===== config.mk =====
export PLATFORM = sky130hd
export DESIGN_NAME = gate_sequencer
export DESIGN_NICKNAME = d
export VERILOG_FILES = /design/src/rtl/gate_seq_pkg.sv /design/src/rtl/gate_seq_trig.sv /design/src/rtl/gate_sequencer.sv
export SDC_FILE = /design/constraint.sdc
export NUM_CORES = 1
export LEC_CHECK = 0
export ABC_AREA = 1
export BUFFER_PORTS_ARGS = -buffer_cell sky130_fd_sc_hd__buf_4
export CAP_MARGIN = 20
export CORE_MARGIN = 10
export CORE_UTILIZATION = 39
export CTS_CLUSTER_SIZE = 30
export DETAILED_ROUTE_END_ITERATION = 6
export PLACE_DENSITY = 0.55
export REMOVE_ABC_BUFFERS = 1
export SLEW_MARGIN = 30
export SYNTH_ARGS = -nofsm -noshare
export SYNTH_HDL_FRONTEND = slang
export SYNTH_SLANG_ARGS = --single-unit

===== constraint.sdc =====
create_clock -name Clk -period 8.1 [get_ports Clk]
set_clock_uncertainty 0.05 [all_clocks]
set_input_delay 0.405 -clock Clk [delete_from_list [all_inputs] [get_ports Clk]]
set_output_delay 0.405 -clock Clk [all_outputs]
set_load 0.02 [all_outputs]

===== src/rtl/gate_seq_pkg.sv =====
// Shared types and helpers for the gate sequencer: state encoding, default widths
// and the zero-means-one length helper.
package gate_seq_pkg;

   localparam int DEF_CNT_W  = 32;
   localparam int DEF_RPT_W  = 16;
   localparam int DEF_DATA_W = 16;

   typedef enum logic [2:0] {
      IDLE,
      ARMED,
      DELAY,
      OPEN,
      GAP,
      DONE
   } state_t;

   function automatic logic [DEF_CNT_W-1:0] max1(input logic [DEF_CNT_W-1:0] x);
      return (x == '0) ? {{(DEF_CNT_W-1){1'b0}}, 1'b1} : x;
   endfunction

endpackage


===== src/rtl/gate_seq_trig.sv =====
// Trigger front end: synchronizes ext_trig, edge-detects both trigger sources and
// merges them into a single one-cycle trigger event.
module gate_seq_trig (
   input  logic Clk,
   input  logic Reset,
   input  logic soft_trig,
   input  logic ext_trig,
   output logic trig_evt
);

   logic sync1, sync2, sync3;
   logic soft_q;

   always_ff @(posedge Clk or posedge Reset) begin
      if (Reset) begin
         sync1  <= 1'b0;
         sync2  <= 1'b0;
         sync3  <= 1'b0;
         soft_q <= 1'b0;
      end else begin
         sync1  <= ext_trig;
         sync2  <= sync1;
         sync3  <= sync2;
         soft_q <= soft_trig;
      end
   end

   // A simultaneous soft and ext edge collapses into one event.
   assign trig_evt = (sync2 & ~sync3) | (soft_trig & ~soft_q);

endmodule


===== src/rtl/gate_sequencer.sv =====
// Triggered gate controller: arm, wait for trigger, delay, then open the dual-channel
// data gate for a programmed length, repeated with closed gaps in between.
module gate_sequencer
   import gate_seq_pkg::*;
#(
   parameter int CNT_W  = DEF_CNT_W,
   parameter int RPT_W  = DEF_RPT_W,
   parameter int DATA_W = DEF_DATA_W
) (
   input  logic                     Clk,
   input  logic                     Reset,
   input  logic                     arm,
   input  logic                     soft_trig,
   input  logic                     ext_trig,
   input  logic [CNT_W-1:0]         delay_cycles,
   input  logic [CNT_W-1:0]         open_cycles,
   input  logic [CNT_W-1:0]         gap_cycles,
   input  logic [RPT_W-1:0]         repeat_count,
   input  logic [1:0]               ch_en,
   input  logic signed [DATA_W-1:0] in_a,
   input  logic signed [DATA_W-1:0] in_b,
   output logic signed [DATA_W-1:0] out_a,
   output logic signed [DATA_W-1:0] out_b,
   output logic                     gate_open,
   output logic                     busy,
   output logic                     armed,
   output logic                     done,
   output logic [RPT_W-1:0]         pulse_cnt
);

   localparam logic [CNT_W-1:0] CNT_ONE = 1;
   localparam logic [RPT_W-1:0] RPT_ONE = 1;

   state_t           state, state_nxt;
   logic [CNT_W-1:0] cnt, cnt_nxt;
   logic [RPT_W-1:0] pulse_nxt, pulse_inc;
   logic             latch;
   logic             trig_evt;
   logic             last_pulse;

   logic [CNT_W-1:0] dly_sh, open_sh, gap_sh;
   logic [RPT_W-1:0] rpt_sh;
   logic [1:0]       en_sh;
   logic [CNT_W-1:0] open_ld, gap_ld;

   gate_seq_trig u_trig (
      .Clk      (Clk),
      .Reset    (Reset),
      .soft_trig(soft_trig),
      .ext_trig (ext_trig),
      .trig_evt (trig_evt)
   );

   assign open_ld    = max1(open_sh) - CNT_ONE;
   assign gap_ld     = max1(gap_sh) - CNT_ONE;
   assign pulse_inc  = pulse_cnt + RPT_ONE;
   assign last_pulse = (rpt_sh != '0) && (pulse_inc == rpt_sh);

   always_ff @(posedge Clk or posedge Reset) begin
      if (Reset) begin
         state     <= IDLE;
         cnt       <= '0;
         pulse_cnt <= '0;
         dly_sh    <= '0;
         open_sh   <= '0;
         gap_sh    <= '0;
         rpt_sh    <= '0;
         en_sh     <= '0;
      end else begin
         state     <= state_nxt;
         cnt       <= cnt_nxt;
         pulse_cnt <= pulse_nxt;
         if (latch) begin
            dly_sh  <= delay_cycles;
            open_sh <= open_cycles;
            gap_sh  <= gap_cycles;
            rpt_sh  <= repeat_count;
            en_sh   <= ch_en;
         end
      end
   end

   always_comb begin
      state_nxt = state;
      cnt_nxt   = cnt;
      pulse_nxt = pulse_cnt;
      latch     = 1'b0;
      // Dropping arm aborts from any active state, ahead of every other transition.
      if (state != IDLE && !arm) begin
         state_nxt = IDLE;
      end else begin
         case (state)
            IDLE: begin
               if (arm) begin
                  state_nxt = ARMED;
                  pulse_nxt = '0;
                  latch     = 1'b1;
               end
            end
            ARMED: begin
               if (trig_evt) begin
                  if (dly_sh == '0) begin
                     state_nxt = OPEN;
                     cnt_nxt   = open_ld;
                  end else begin
                     state_nxt = DELAY;
                     cnt_nxt   = dly_sh - CNT_ONE;
                  end
               end
            end
            DELAY, GAP: begin
               if (cnt == '0) begin
                  state_nxt = OPEN;
                  cnt_nxt   = open_ld;
               end else begin
                  cnt_nxt = cnt - CNT_ONE;
               end
            end
            OPEN: begin
               if (cnt == '0) begin
                  // Continuous mode holds the count at all-ones rather than wrapping.
                  pulse_nxt = (&pulse_cnt) ? pulse_cnt : pulse_inc;
                  if (last_pulse) begin
                     state_nxt = DONE;
                  end else begin
                     state_nxt = GAP;
                     cnt_nxt   = gap_ld;
                  end
               end else begin
                  cnt_nxt = cnt - CNT_ONE;
               end
            end
            DONE: begin
               state_nxt = DONE;
            end
            default: state_nxt = IDLE;
         endcase
      end
   end

   assign gate_open = (state == OPEN);
   assign busy      = (state == DELAY) || (state == OPEN) || (state == GAP);
   assign armed     = (state == ARMED);
   assign done      = (state == DONE);

   // Data path: one register stage, bit-exact passthrough while the gate is open.
   always_ff @(posedge Clk or posedge Reset) begin
      if (Reset) begin
         out_a <= '0;
         out_b <= '0;
      end else begin
         out_a <= (gate_open && en_sh[0]) ? in_a : '0;
         out_b <= (gate_open && en_sh[1]) ? in_b : '0;
      end
   end

endmodule


==> flow_metrics.tcl <==
set metrics [dict create \
    dieArea_um2 40900 \
    synth-main-ff-cell "dfrtp_1" \
    fin_crit_sh 0.456 \
    postCtsHoldBufs 23 \
    synth_top_family_by_area "simple AND/OR/NAND/NOR gates" \
    drc 0 \
    critPathMaxFanout 27 \
    area_growth_pct 23.1 \
    clk_latency_ps 550 \
    synth_compound_area_frac 0.0860 \
    rsz0062_at_grt "false" \
    ff2ff_path_depth 11 \
    grtUsageTotal 0.225 \
    die_y_um 202 \
    port_buffers 202 \
    netlist_instances 1945 \
    synth_cell_types 46 \
    final_nets 2313 \
    routed-wl-met3_um 3230 \
    setup.worst_path.class "reg -> reg" \
    hold_path.startpoint "open_cycles[18]" \
    antenna_found_initial 0 \
    stdcell_count 2616 \
    core_area_um2 32600 \
    ys_seq_area_frac 0.388 \
    cts_tree "built" \
    mostFrequentLayoutCell "nand2_1" \
    initial_core_util 0.397 \
    required_ps 8520 \
    grt_pass1_vias 12800 \
    synth_top_cell_by_area "dfrtp_1" \
    synth_xor_xnor_area_share 0.0423 \
    crit_path_start_kind "register" \
    hold_viol 0 \
    dr.first_iter.drc_count 1155 \
    synth_area_um2 13000 \
    min_to "open_sh[18]" \
    fmax_ghz 0.271 \
    wl_um 47400 \
    grt_pass1_wl_um 74100 \
    rows 66 \
    final_cell_mix "nand2_1, nor2_1, inv_1" \
    worst_slew_pin_slew_ps 915 \
    grt_overflow 0 \
    io_pins 203 \
    holdWs_ps 14.7 \
    ff2ff_setup_slack_ps 4410 \
    setup_viol 0 \
    detail-route-antenna-nets 0 \
    whs_path_depth 3 \
    ys_top_cells_by_area "dfrtp_1, nand2_1, nor2_1" \
    cts_sinks 201 \
    num_antenna_cells 0 \
    clkTransAtPathRegs_ps 70 \
    period_needed_ps 3690 \
    cts.repair.resized 0 \
    async_reset_ff_frac 1.00 \
    ys_ff_latch 201 \
    r2r_end "cnt[21]" \
    dp_cells 2547 \
    die_x_um 202 \
    synthAdderAreaFrac 0.00483 \
    dr.pass1.iters 5 \
    slew_viol_final 0 \
    cts_root_buf "clkbuf_16" \
    end_kind "register" \
    synth_enable_flop_cells 0 \
    syn_avg_cell_area_um2 6.66 \
    clock_path_buffers 3 \
    viasPerCell 5.12 \
    num_vias 13400 \
    status "finished, final reports clean" \
    muxShareOfSynthArea 0.00946 \
    power_density_nw_per_um2 356 \
    cts_buffers 26 \
    tns_ps 0 \
    relSlewSlack 0.388 \
    drv_cap 0 \
    met1_length_um 21400 \
    cp_data_arrival_time_ps 4110 \
    hold_class "in -> reg" \
    yosysWarnings 0 \
    dp_hpwl_um 37200 \
    vdd_drop_max_mv 0.197 \
    synthSimpleGateAreaFrac 0.379 \
    grt_max_degree 134 \
    htree_num_levels 1 \
    routedWlPerCell_um 18.1 \
    drive_gt1_frac 0.138 \
    r2r-start "state[1]" \
    met2_length_um 21700 \
    gp_congestion 0.998 \
    fin_util 0.489 \
    yosysTopAreaCellShare 0.388 \
    postCtsSetupBuffers 0 \
    highest_layer "met4" \
    p_leak_nw 7.84 \
]
==> critical path, stage by stage, from the launching register on <==
cell	delay (ps)
dfrtp_1	440
nor3_1	240
a21oi_2	50
buf_4	230
nor2_1	670
buf_4	340
o21ai_0	150
a21oi_4	720
inv_1	120
nor2_2	400
nand2_1	110
nand2_1	90
==> per-stage QoR <==
step	instance area (µm²)	power, mW	setup WS (ps)
6_report	16000	5.68	4410
3_3_place_gp	14900	4.49	4480
4_1_cts	15900	5.67	4480
5_1_grt	16000	6.13	4160
2_1_floorplan	12700	3.57	736
3_5_place_dp	14900	4.49	4500
==> metal layers <==
| layer | up-vias | GRT usage |
|---|---|---|
| li1 | 6583 | - |
| met3 | 58 | 0.0381 |
| met5 | - | 0 |
| met2 | 449 | 0.361 |
| met4 | 0 | 0.0498 |
| met1 | 6304 | 0.311 |
==> cells in the mapped netlist, types with 2 or more instances <==
| cell | n |
|---|---|
| o21bai_1 | 2 |
| a21oi_2 | 3 |
| nor2_4 | 5 |
| o221ai_1 | 4 |
| ha_1 | 5 |
| clkbuf_1 | 31 |
| inv_2 | 3 |
| dfrtp_1 | 201 |
| nor3b_1 | 2 |
| inv_1 | 240 |
| o21ai_1 | 4 |
| clkinv_1 | 4 |
| mux2_2 | 10 |
| nand2_1 | 596 |
| a22oi_1 | 2 |
| nand4_1 | 32 |
| o211ai_1 | 9 |
| nor3_1 | 20 |
| o21ai_2 | 7 |
| nand2_2 | 2 |
| nand3_1 | 194 |
| o2111ai_1 | 2 |
| a21oi_1 | 18 |
| nor2_1 | 293 |
| o22ai_1 | 3 |
| xnor2_1 | 8 |
| xor2_1 | 52 |
| nor4_1 | 5 |
| buf_6 | 5 |
| or2_2 | 2 |
| nand3_2 | 2 |
| nor2_2 | 9 |
| buf_2 | 12 |
| nand4_4 | 2 |
| o21ai_0 | 145 |
==> area by class of cell <==
class                           count  area, µm²
Clock buffer                       38        766
Tap cell                          442        553
Sequential cell                   201       5030
Clock inverter                      7       76.3
Inverter                          248        945
Timing Repair Buffer              233       1810
Multi-Input combinational cell   1447       6770
Fill cell                        3445      16700
==> state kept, by name, summed over array words and instances (netlist names), 2 cells and up <==
signal / count
cnt: 32
dly_sh: 32
gap_sh: 32
open_sh: 32
out_a: 16
out_b: 16
pulse_cnt: 16
rpt_sh: 16
state: 3
en_sh: 2
==> how the worst max path moves through the flow <==
stage	slack (ps)	start	endpoint	depth (start not counted)
floorplan	740	state[1]	dly_sh[18]	4
global placement	4480	gap_sh[23]	cnt[30]	18
detailed placement	4500	state[1]	cnt[25]	11
CTS	4480	state[1]	cnt[25]	11
global route	4160	gap_sh[4]	cnt[30]	18
finish	4410	state[1]	cnt[21]	11
==> power by group <==
group | leakage, nW | internal, mW | switching, mW
Clock | 0.410 | 0.682 | 0.459
Combinational | 4.88 | 0.839 | 1.91
Sequential | 2.56 | 1.39 | 0.398
Total | 7.84 | 2.91 | 2.77
==> kinds of logic after synthesis <==
kind of cell	count (synthesis)
XOR/XNOR	61
multiplexers	11
buffers and inverters	297
adder cells (fa/ha/maj)	5
AND/OR/NAND/NOR	1168
AO/OA/AOI/OAI	202
flip-flops	201
(Power assumes the default switching activity.)
